$ cat src/rtl/mat_pkg.sv
// Shared definitions for the matrix add/subtract block: element width,
// controller state encoding and flat element addressing.
package mat_pkg;

    localparam int FP_W = 32;

    typedef enum logic [2:0] {
        IDLE,
        ISSUE,
        WAIT,
        STORE,
        DONE
    } state_e;

    // Element (r,c) lives at flat index k = r*COLS + c; this returns its bit offset.
    function automatic int elem_offset(input int k);
        return k * FP_W;
    endfunction

endpackage

$ cat src/rtl/mat_addsub_adder.sv
// Single-precision float adder (round-to-nearest-even, denormals flushed to zero).
// Result and result_ready register on the edge that samples load; result_ready holds until result_ack.
module adder (
    input  logic        clk,
    input  logic        rst_n,
    input  logic        load,
    input  logic [31:0] Number1,
    input  logic [31:0] Number2,
    output logic        result_ready,
    input  logic        result_ack,
    output logic [31:0] Result
);
    logic        swap, sL, sS, sticky;
    logic [7:0]  eL, eS, d;
    logic [22:0] fL, fS, frac;
    logic [26:0] xL, xS, shS, mask, norm;
    logic [27:0] acc;
    logic [4:0]  lz;
    logic [9:0]  expN, expR;
    logic [24:0] rnd;
    logic [31:0] sum;
    logic        ready_q;
    logic [31:0] result_q;

    // Align the smaller magnitude onto the larger with guard/round/sticky bits,
    // add or subtract, renormalise, then round to nearest even.
    always_comb begin
        swap         = Number2[30:0] > Number1[30:0];
        {sL, eL, fL} = swap ? Number2 : Number1;
        {sS, eS, fS} = swap ? Number1 : Number2;
        d      = eL - eS;
        xL     = (eL == 8'd0) ? 27'd0 : {1'b1, fL, 3'b000};
        xS     = (eS == 8'd0) ? 27'd0 : {1'b1, fS, 3'b000};
        shS    = xS >> d;
        mask   = (27'd1 << d) - 27'd1;
        sticky = |(xS & mask);
        if (sL == sS)
            acc = {1'b0, xL} + {1'b0, shS | {26'd0, sticky}};
        else
            acc = {1'b0, xL} - {1'b0, shS | {26'd0, sticky}};

        lz = 5'd0;
        for (int i = 0; i < 27; i++)
            if (acc[i]) lz = 5'(26 - i);
        if (acc[27]) begin
            norm = {acc[27:2], acc[1] | acc[0]};
            expN = {2'b00, eL} + 10'd1;
        end else begin
            norm = acc[26:0] << lz;
            expN = {2'b00, eL} - {5'd0, lz};
        end

        rnd  = {1'b0, norm[26:3]} + {24'd0, norm[2] & (norm[3] | norm[1] | norm[0])};
        expR = rnd[24] ? expN + 10'd1 : expN;
        frac = rnd[24] ? rnd[23:1] : rnd[22:0];

        if (eL == 8'hFF)
            sum = ((fL != 23'd0) || (eS == 8'hFF && sL != sS)) ? 32'h7FC00000 : {sL, 8'hFF, 23'd0};
        else if (acc == 28'd0)
            sum = {sL & sS, 31'd0};
        else if (expR[9] || expR == 10'd0)
            sum = {sL, 31'd0};
        else if (expR >= 10'd255)
            sum = {sL, 8'hFF, 23'd0};
        else
            sum = {sL, expR[7:0], frac};
    end

    always_ff @(posedge clk or negedge rst_n) begin
        if (!rst_n) begin
            ready_q  <= 1'b0;
            result_q <= 32'd0;
        end else if (load) begin
            ready_q  <= 1'b1;
            result_q <= sum;
        end else if (result_ack) begin
            ready_q  <= 1'b0;
        end
    end

    assign result_ready = ready_q;
    assign Result       = result_q;

endmodule

$ cat src/rtl/mat_addsub.sv
// Element-wise single-precision matrix add/subtract, walking the elements in
// row-major order through one shared float adder.
module mat_addsub
    import mat_pkg::*;
#(
    parameter int ROWS = 2,
    parameter int COLS = 2
) (
    input  logic                      clk,
    input  logic                      reset,
    input  logic                      a_stb,
    input  logic                      b_stb,
    input  logic                      mode,
    input  logic [ROWS*COLS*FP_W-1:0] A,
    input  logic [ROWS*COLS*FP_W-1:0] B,
    output logic                      a_ack,
    output logic                      b_ack,
    output logic                      busy,
    output logic                      result_ready,
    input  logic                      result_ack,
    output logic [ROWS*COLS*FP_W-1:0] result
);
    localparam int            N      = ROWS * COLS;
    localparam int            KW     = (N > 1) ? $clog2(N) : 1;
    localparam logic [KW-1:0] K_LAST = KW'(N - 1);

    state_e            state_q, state_d;
    logic [KW-1:0]     k_q, k_d;
    logic [N*FP_W-1:0] a_q, a_d, b_q, b_d, res_q, res_d;
    logic              mode_q, mode_d;
    logic              ack_q, ack_d;
    logic              add_load, add_ready, add_ack;
    logic [FP_W-1:0]   add_num1, add_num2, add_result;

    // Subtraction is done by flipping the sign of the B element on its way to the adder.
    always_comb begin
        state_d  = state_q;
        k_d      = k_q;
        a_d      = a_q;
        b_d      = b_q;
        res_d    = res_q;
        mode_d   = mode_q;
        ack_d    = 1'b0;
        add_load = 1'b0;
        add_ack  = 1'b0;
        add_num1 = a_q[elem_offset(int'(k_q)) +: FP_W];
        add_num2 = b_q[elem_offset(int'(k_q)) +: FP_W] ^ {mode_q, {(FP_W-1){1'b0}}};

        case (state_q)
            IDLE: begin
                if (a_stb && b_stb) begin
                    a_d     = A;
                    b_d     = B;
                    mode_d  = mode;
                    k_d     = '0;
                    ack_d   = 1'b1;
                    state_d = ISSUE;
                end
            end
            ISSUE: begin
                add_load = 1'b1;
                state_d  = WAIT;
            end
            WAIT: begin
                if (add_ready) state_d = STORE;
            end
            STORE: begin
                res_d[elem_offset(int'(k_q)) +: FP_W] = add_result;
                add_ack = 1'b1;
                if (k_q == K_LAST) begin
                    state_d = DONE;
                end else begin
                    k_d     = k_q + KW'(1);
                    state_d = ISSUE;
                end
            end
            DONE: begin
                if (result_ack) state_d = IDLE;
            end
            default: state_d = IDLE;
        endcase
    end

    always_ff @(posedge clk or posedge reset) begin
        if (reset) begin
            state_q <= IDLE;
            k_q     <= '0;
            a_q     <= '0;
            b_q     <= '0;
            res_q   <= '0;
            mode_q  <= 1'b0;
            ack_q   <= 1'b0;
        end else begin
            state_q <= state_d;
            k_q     <= k_d;
            a_q     <= a_d;
            b_q     <= b_d;
            res_q   <= res_d;
            mode_q  <= mode_d;
            ack_q   <= ack_d;
        end
    end

    adder u_adder (
        .clk          (clk),
        .rst_n        (~reset),
        .load         (add_load),
        .Number1      (add_num1),
        .Number2      (add_num2),
        .result_ready (add_ready),
        .result_ack   (add_ack),
        .Result       (add_result)
    );

    assign a_ack        = ack_q;
    assign b_ack        = ack_q;
    assign busy         = (state_q != IDLE);
    assign result_ready = (state_q == DONE);
    assign result       = res_q;

endmodule
$ cat config.mk
export PLATFORM = sky130hd
export DESIGN_NAME = mat_addsub
export DESIGN_NICKNAME = d
export VERILOG_FILES = /design/src/rtl/mat_pkg.sv /design/src/rtl/mat_addsub_adder.sv /design/src/rtl/mat_addsub.sv
export SDC_FILE = /design/constraint.sdc
export NUM_CORES = 1
export LEC_CHECK = 0
export BUFFER_PORTS_ARGS = -buffer_cell sky130_fd_sc_hd__buf_2
export CORE_ASPECT_RATIO = 0.7
export CORE_UTILIZATION = 45
export DETAILED_ROUTE_END_ITERATION = 12
export PLACE_DENSITY = 0.64
export SETUP_SLACK_MARGIN = 0.5
export SLEW_MARGIN = 20
export SYNTH_ARGS = -nofsm -noshare
export SYNTH_HDL_FRONTEND = slang
export SYNTH_HIERARCHICAL = 1
export SYNTH_SLANG_ARGS = --single-unit
export TNS_END_PERCENT = 30
$ cat constraint.sdc
create_clock -name clk -period 36.5 [get_ports clk]
set_input_delay 10.95 -clock clk [delete_from_list [all_inputs] [get_ports clk]]
set_output_delay 10.95 -clock clk [all_outputs]
set_load 0.02 [all_outputs]
# Yosys cells after proc, flatten, opt, wreduce, memory -nomap -nowiden
# Cells that the tools add are included.
[word_totals]
regBits = 424
in_bits = 262
output_inout_bits = 132
word_cells = 122
[classes]
mux = 56
eq_ne = 13
shifts = 7
n_lt_le_gt_ge = 2
bitwise_logic = 8
n_reduce_logical = 17
addsub = 10
[op_table]
columns = ["operator", "n"]
rows = [
  ["$shiftx 128x8->32", 2],
  ["$mux 32", 5],
  ["$mux 5", 27],
  ["$bwmux 128", 1],
  ["$shift 32x33->128 const A", 1],
  ["$shiftx 32x33->128", 1],
  ["$mux 27", 3],
  ["$mux 31", 2],
  ["$neg 7->33", 1],
  ["$xor 32x32->32", 1],
  ["$gt 31x31->1", 1],
  ["$add 27x27->28", 1],
  ["$logic_not 28->1", 1],
  ["$mux 28", 1],
  ["$sub 27x27->28", 1],
  ["$and 27x27->27", 1],
  ["$or 27x1->27", 1],
  ["$reduce_or 27->1", 1],
  ["$shl 1x8->27 const A", 1],
  ["$shl 27x5->27", 1],
  ["$shr 27x8->27", 1],
  ["$sub 27x1->27 const B", 1],
  ["$add 24x1->25", 1],
  ["$mux 23", 1],
  ["other kinds (33)", 55],
]

# Logic depth before layout (Yosys ltp)
# Gate-level depths: netlist of run 1.
[depth]
depth_word = 51
depth_mapped = 73
mapped_depth_nobuf = 62

# Hierarchy
# Netlist of run 1, hierarchy kept.
[modules_own_cells]
columns = ["module", "cells_per_inst", "seq_area_each_um2", "n_inst", "area_each_um2"]
rows = [
  ["mat_addsub", 954, 9784.4, 1, 16031.6],
  ["adder", 1873, 825.8, 1, 12446.9],
]

# Worst setup path after synthesis of run 1
# No wires, ideal clock.
[synth_timing]
path_type = "register -> register"
from = "register k_q[0]"
to = "register u_adder.result_q[11], in the netlist u_adder/Result[11]"
arrival_ns = 13.846
path_buffers = 11
stages_incl_launch_ff = 62
required_time_ns = 36.404
setup_time_ns = 0.096
synth_period_minus_slack_ns = 13.942
slack_ns = 22.558
path_cell_list = "dfrtp_1 -> buf_2 -> buf_4 -> buf_2 -> buf_2 -> mux4_2 -> ha_1 -> nand4_1 -> a21o_1 -> a311oi_1 -> o21ai_0 -> a21oi_1 -> nor2_1 -> ha_1 -> clkbuf_1 -> buf_1 -> mux2i_1 -> o31ai_1 -> [26 not listed] -> clkinv_1 -> clkbuf_1 -> clkbuf_1 -> ha_1 -> a21o_1 -> a21oi_1 -> xnor2_1 -> nor2_1 -> a21oi_1 -> nand2_1 -> or2_2 -> or3_1 -> nor4_1 -> xnor2_1 -> nor2b_1 -> a311o_4 -> buf_6 -> o32ai_2"
[synth_between]
elab_chain_len = 51
word_cells_on_any_way = 70
classes_between = "add/sub: 8; order compare: 2; eq/ne: 2; shift: 5; mux: 40; bitwise: 7; reduce/logical: 6"
[synth_rtl]
columns = ["element", "line_no", "text"]
rows = [
  ["start, declared", "mat_addsub.sv:28", "logic [KW-1:0] k_q, k_d;"],
  ["start signal, assigned", "mat_addsub.sv:95", "k_q <= k_d;"],
  ["$shiftx 128x8->32 (*)", "mat_addsub.sv:47", "add_num2 = b_q[elem_offset(int'(k_q)) +: FP_W] ^ {mode_q, {(FP_W-1){1'b0}}};"],
  ["$xor 32x32->32 (*)", "mat_addsub.sv:47", ""],
  ["named net add_num2[6]", "mat_addsub.sv:33", "logic [FP_W-1:0] add_num1, add_num2, add_result;"],
  ["$gt 31x31->1", "mat_addsub_adder.sv:28", "swap = Number2[30:0] > Number1[30:0];"],
  ["$mux 32 (on tied branches)", "mat_addsub_adder.sv:29, mat_addsub_adder.sv:30", ""],
  ["$sub 8x8->8", "mat_addsub_adder.sv:31", "d = eL - eS;"],
  ["$shl 1x8->27", "mat_addsub_adder.sv:35", "mask = (27'd1 << d) - 27'd1;"],
  ["$sub 27x1->27", "mat_addsub_adder.sv:35", ""],
  ["[36 not listed]", "n/a", ""],
  ["$and 1x1->1", "mat_addsub_adder.sv:53", "rnd = {1'b0, norm[26:3]} + {24'd0, norm[2] & (norm[3] | norm[1] | norm[0])};"],
  ["$add 24x1->25", "mat_addsub_adder.sv:53", ""],
  ["$mux 10", "mat_addsub_adder.sv:54", "expR = rnd[24] ? expN + 10'd1 : expN;"],
  ["$ge 10x8->1 or $logic_not 10->1 (tied branches)", "mat_addsub_adder.sv:63, mat_addsub_adder.sv:61", ""],
  ["$mux 31 or $logic_or 1x1->1 (tied branches)", "mat_addsub_adder.sv:63, mat_addsub_adder.sv:61", ""],
  ["$mux 31", "mat_addsub_adder.sv:61", "else if (expR[9] || expR == 10'd0)"],
  ["$mux 32", "mat_addsub_adder.sv:59", "else if (acc == 28'd0)"],
  ["$mux 32 (*)", "mat_addsub_adder.sv:57", "if (eL == 8'hFF)"],
  ["end signal, assigned", "mat_addsub_adder.sv:75", "result_q <= sum;"],
  ["end, declared", "mat_addsub_adder.sv:23", "logic [31:0] result_q;"],
]
# The timed path passes the listed nets; every way through them passes the cells marked *.
# A chain may end at the register's enable or synchronous reset.

# Final worst setup path of run 1
[layout_timing]
from = "register k_q[0]"
to = "register u_adder.result_q[9], in the netlist u_adder/Result[9]"
# Same word-level chain as after synthesis.

==> results.toml, run 1 <==
[timing]
setup_tns_ps = 0
fin_worst_skew_ps = 23.21
maxSlewHeadroom = 0.1520
setup_viol_count_final = 0
period_share = 0.5165
period_needed_ps = 18850
hold_viol_final = 0
tightest_slew_ps = 1256
drv_slew = 0
fmax_ghz = 0.05304
rsz0062_at_grt = "no"
whs_ps = 485.9

[finish]
finalNonFillerCells = 3988
postLayoutCoreUtil = 0.5236
layout_common_cells = "422 x dfrtp_1, 393 x buf_2, 270 x mux2_2"
final_layout_size_suffix_gt1_frac = 0.2975
area_growth_pct = 14.00
final_common_cell = "dfrtp_1"
fin_nets = 3463

[cts]
clockRootBuffer = "clkbuf_16"
post-cts-setup-buffers = 0
htreeDepth = 2
holdBufCountCts = 0
cts.path.max_buffers = 3
cts_tree = "built"
clkTransAtPathRegs_ps = 60
clock_latency_ps = 590
cts-resized-gates = 0
cts_buffers = 43
cts.sinks = 424

[route]
vias = 26184
met2_length_um = 44070
drt-initial-drc-count = 3295
viasPerCell = 6.566
drc_errors = 0
avgRoutedWirePerCell_um = 27.49
wl_met1_um = 49810
dr.pass1.iters = 6
topRoutingLayerUsed = "met5"
ant_nets = 0
wl_met3_um = 13270
drt-total-wl_um = 109600

[worst_hold_path]
hold_depth = 1
min_to = "u_adder/result_ready"
holdCritStartpoint = "u_adder/result_ready"
worstHoldPathType = "reg -> reg"

[setup_path]
crit_arrival_ps = 19320
start_kind = "flop"
ff2ff_path_depth = 45
worst-path-max-fanout = 55
timing.rr.start = "k_q[0]"
cpPeakStageDelay_ps = 940
worstSetupPathType = "reg -> reg"
r2r-end = "u_adder/Result[9]"
crit_path_end_kind = "flop"
cpMaxStageDelayCell = "nor4bb_1"
required_ps = 36970
rrSetupSlack_ps = 17650

[global_routing]
grt_pass1_vias = 25085
grt_overflow_total = 0
antenna_found_initial = 23
grt_max_degree = 200
grt_usage = 0.3386
grt_pass1_wl_um = 164100

[logic_synthesis]
ys_seq_area_frac = 0.3726
synth_top_area_share = 0.3726
syn_area_per_cell_sq_um = 10.07
yosysWarnings = 6
syn_area_sq_mm = 0.02848
synth-seq-cells = 424
syn_nets = 3164
synth_area_leaders = "dfrtp_1 37%, mux2_2 11%, mux4_2 6.1%"
synth_top_area_cell = "dfrtp_1"
syn_inst = 2827
synthArstFlopShare = 1.000
synthFlopType = "dfrtp_1"
synth-edff-count = 0
synth_cell_types = 112

[flow_run]
maxCapViolations = 0

[floorplanning]
initial_core_util = 0.4593
die_area_sq_mm = 0.06431
rows = 76
die_x_um = 302.7
fp.coreArea_sq_mm = 0.06200
ios = 394
die_h_um = 212.5

[run_status]
status = "completed"

[place]
hpwl_um = 83950
port_buffers = 393
dp.cells = 3900
place_congestion = 1.056
-- Yosys cell counts (10+ instances only) --
| library cell | n |
|---|---|
| buf_1 | 14 |
| mux2_2 | 270 |
| ha_1 | 73 |
| o21ai_0 | 116 |
| nand4_1 | 26 |
| dfrtp_1 | 424 |
| mux2i_1 | 64 |
| o32ai_2 | 10 |
| a22o_1 | 135 |
| mux4_2 | 77 |
| xor2_1 | 35 |
| and3_1 | 22 |
| and2_1 | 16 |
| nor2_1 | 183 |
| a31oi_1 | 27 |
| or3_1 | 21 |
| buf_2 | 46 |
| o211ai_1 | 37 |
| nor3_1 | 70 |
| o21a_1 | 18 |
| a21oi_1 | 143 |
| or2_2 | 17 |
| o22ai_1 | 23 |
| xnor2_1 | 52 |
| nand2b_1 | 22 |
| o31ai_1 | 20 |
| nor4_1 | 26 |
| clkbuf_1 | 93 |
| inv_1 | 102 |
| buf_4 | 30 |
| a21o_1 | 34 |
| nor2b_1 | 11 |
| a211oi_1 | 24 |
| nand2_1 | 234 |
| nand3_1 | 67 |
| o2111ai_1 | 11 |
-- worst max path at each step --
| stage | to | start |
|---|---|---|
| floorplan | a_ack | reset |
| global placement | u_adder/Result[9] | k_q[0] |
| detailed placement | u_adder/Result[9] | k_q[0] |
| CTS | u_adder/Result[9] | k_q[0] |
| global route | u_adder/Result[9] | k_q[0] |
| finish | u_adder/Result[9] | k_q[0] |
-- logic make-up after synthesis --
family	share of synthesized area
AOI/OAI and AO/OA	0.1926
xor gates and xnor gates	0.02676
adders and majority gates	0.03348
buffers and inverters	0.04508
DFF	0.3726
muxes	0.1907
and+or+nand+nor	0.1389
-- flip-flops by register name (all words and copies together), names as in the netlist --
name	cells
state_q	3
result	128
u_adder/result_ready	1
a_ack	1
mode_q	1
b_q	128
k_q	2
u_adder/Result	32
a_q	128
-- per-stage QoR --
step | cell area, sq um | setup WS [ps]
after global placement | 31020 | 18500
after CTS | 32400 | 18130
final | 32460 | 17650
after global routing | 32450 | 16490
after detailed placement | 31020 | 18260
after floorplan | 28480 | 13750
-- area by class of cell --
class,count,area [sq um]
Fill cell,5638,29530
Multi-Input combinational cell,2111,16650
Sequential cell,424,10620
Timing Repair Buffer,441,2356
Clock buffer,61,1234
Tap cell,819,1025
Inverter,105,401.6
Clock inverter,14,145.1
Antenna cell,13,32.53
-- worst max-delay path, delay by kind of cell, from the launching register on --
family,cells,cell delay (ps)
compound gates,17,5880
xor+xnor,1,190
fa+ha+maj,3,980
buf+inv,4,1950
flops,1,710
mux,3,1500
simple gates,17,7420
-- metal layers --
layer  track usage  vias up
li1              -    11281
met1        0.5202    13245
met2        0.4580     1466
met3        0.1024      172
met4       0.07711       20
met5             0        -
Power of run 1 is left out: the tool's default activity adds up to more than one toggle a clock period on the data nets, which glitch-free logic cannot reach.
==> run 2, diff against run 1 <==
Settings changed: ABC_AREA set to 1.
Clock period 36.5 ns to 17.61 ns, I/O delays scaled along.
==> run 2 against run 1 <==
Compared with the run above:
- utilization is 0.67 points lower
- global-route usage is 3.2 points lower
- largest cell class unchanged
- highest routed layer is now met4
- routed wire length is 9.4% lower
- die area hardly changed
- critical path type unchanged
- first-iteration DRC count is 9.8% higher
- via count is 9.9% higher
- synthesized area hardly changed
- sequential share of layout area is 0.37 points higher
- worst hold slack worse by 11 ps
==> results.toml, run 2 <==
[floorplanning]
rows = 76
ios = 394
initial_core_util = 0.4591
die_area_sq_mm = 0.06437
die_h_um = 212.6
die_x_um = 302.8
fp.coreArea_sq_mm = 0.06209

[flow_run]
maxCapViolations = 0

[finish]
final_layout_size_suffix_gt1_frac = 0.1560
fin_nets = 4721
fin_area_sq_mm = 0.03210
area_growth_pct = 12.59
layout_common_cells = "1,524 x nand2_1, 422 x dfrtp_1, 393 x buf_2"
fill_cells = 6300
final_common_cell = "nand2_1"
finalNonFillerCells = 5237

[logic_synthesis]
syn_area_sq_mm = 0.02851
yosysWarnings = 6
synth_top_area_share = 0.3722
ys_seq_area_frac = 0.3722
yosysMostFrequentCell = "nand2_1"
syn_nets = 4473
synth_commonest_cells = "1,524 x nand2_1, 424 x dfrtp_1, 378 x nor2_1"
synth_area_leaders = "dfrtp_1 37%, nand2_1 20%, nand3_1 6.0%"
syn_area_per_cell_sq_um = 6.892
synthFlopType = "dfrtp_1"
synth_top_area_cell = "dfrtp_1"
synth_cell_types = 71
syn_inst = 4136
synth-edff-count = 0
synth-seq-cells = 424
synthArstFlopShare = 1.000

[timing]
fmax_ghz = 0.06400
maxSlewHeadroom = 0.2725
tightest_slew_ps = 1087
setup_viol_count_final = 0
fin_worst_skew_ps = 62.80
drv_slew = 0
setup_slack_ps = 1986
period_share = 0.8872
period_needed_ps = 15620
setup_tns_ps = 0
hold_viol_final = 0
rsz0062_at_grt = "no"

[route]
avgRoutedWirePerCell_um = 18.97
viasPerCell = 5.494
dr.pass1.iters = 7
vias = 28773
drt-initial-drc-count = 3618
drc_errors = 0
drt-total-wl_um = 99350
ant_nets = 0

[run_status]
status = "completed"

[setup_path]
worstSetupPathType = "reg -> reg"
timing.rr.start = "k_q[0]"
start_kind = "flop"
r2r-end = "u_adder/Result[0]"
rrSetupSlack_ps = 1990
required_ps = 18110
crit_arrival_ps = 16120
ff2ff_path_depth = 89
cpMaxStageDelayCell = "inv_4"
worst-path-max-fanout = 93
cpPeakStageDelay_ps = 730
crit_path_end_kind = "flop"
critPathLaunch = "k_q[0]"
setup.worst_path.end = "u_adder/Result[0]"
path_common_cell = "nand2_1"

[cts]
htreeDepth = 2
clockRootBuffer = "clkbuf_16"
cts.sinks = 424
clock_latency_ps = 610
post-cts-setup-buffers = 0
clkTransAtPathRegs_ps = 70
cts.path.max_buffers = 3
cts-resized-gates = 0
cts_tree = "built"
holdBufCountCts = 0
cts_buffers = 42

[global_routing]
antenna_found_initial = 4
grt_pass1_vias = 26185
grt_overflow_total = 0
grt_pass1_wl_um = 153400
grt_usage = 0.3061
grt_max_degree = 151

[worst_hold_path]
worstHoldPathType = "reg -> reg"
hold_depth = 2

[place]
dp.cells = 5159
place_congestion = 1.025
dpl_cell_area_sq_mm = 0.03060
hpwl_um = 74370
pre_cts_slack_ps = 2220
port_buffers = 393
[run 2: through the flow]
| step | hold slack (ps) | util |
|---|---|---|
| 2_1_floorplan | 443.6 | - |
| 3_3_place_gp | 457.5 | 0.4928 |
| 3_5_place_dp | 459.7 | 0.4928 |
| 4_1_cts | 477.0 | 0.5167 |
| 5_1_grt | 482.9 | 0.5169 |
| 6_report | 474.8 | 0.5169 |
[run 2: kinds of logic (layout without fill, tap and decap cells)]
| kind of cell | after synthesis | after routing | synth area share |
|---|---|---|---|
| compound gates | 565 | 565 | 0.1093 |
| flops | 424 | 424 | 0.3722 |
| mux | 11 | 11 | 0.003863 |
| xor+xnor | 79 | 79 | 0.02572 |
| buf+inv | 503 | 784 | 0.07993 |
| other cells | 0 | 1 | 0 |
| fa+ha+maj | 75 | 75 | 0.03345 |
| simple gates | 2479 | 2479 | 0.3755 |
[run 2: layer usage]
metal | GRT usage | share of wire | wire length, um
met4 | 0.06429 | 0.020 | 2014
met3 | 0.06131 | 0.097 | 9647
met2 | 0.4225 | 0.40 | 39760
met1 | 0.4835 | 0.48 | 47930
met5 | 0 | 0 | 0
[run 2: worst min path at each step]
| stage | from | endpoint | slack, ps |
|---|---|---|---|
| final | b_q[54] | b_q[54] | 470 |
| after global routing | b_q[36] | b_q[36] | 480 |
| after CTS | a_q[47] | a_q[47] | 480 |
| after detailed placement | a_q[53] | a_q[53] | 460 |
| after global placement | a_q[50] | a_q[50] | 460 |
| after floorplan | a_q[89] | a_q[89] | 440 |
[run 2: worst max-delay path, delay by kind of cell (launching register included)]
family	cells	cell delay, ps
compound gates	19	3690
xor+xnor	3	630
fa+ha+maj	6	1660
buf+inv	11	2190
flops	1	620
simple gates	50	6650
[run 2: layout make-up]
class,instances,area (sq um),share of cell area
repair buffers,432,2263,0.07052
clock inverters,23,327.8,0.01021
well taps,819,1025,0.03193
clock buffers,54,1156,0.03602
flip-flops and latches,424,10620,0.3307
inverters,275,1062,0.03310
diodes,1,2.502,0.00007797
multi-input cells,3209,15640,0.4874
Power of run 2 is left out for the same reason.
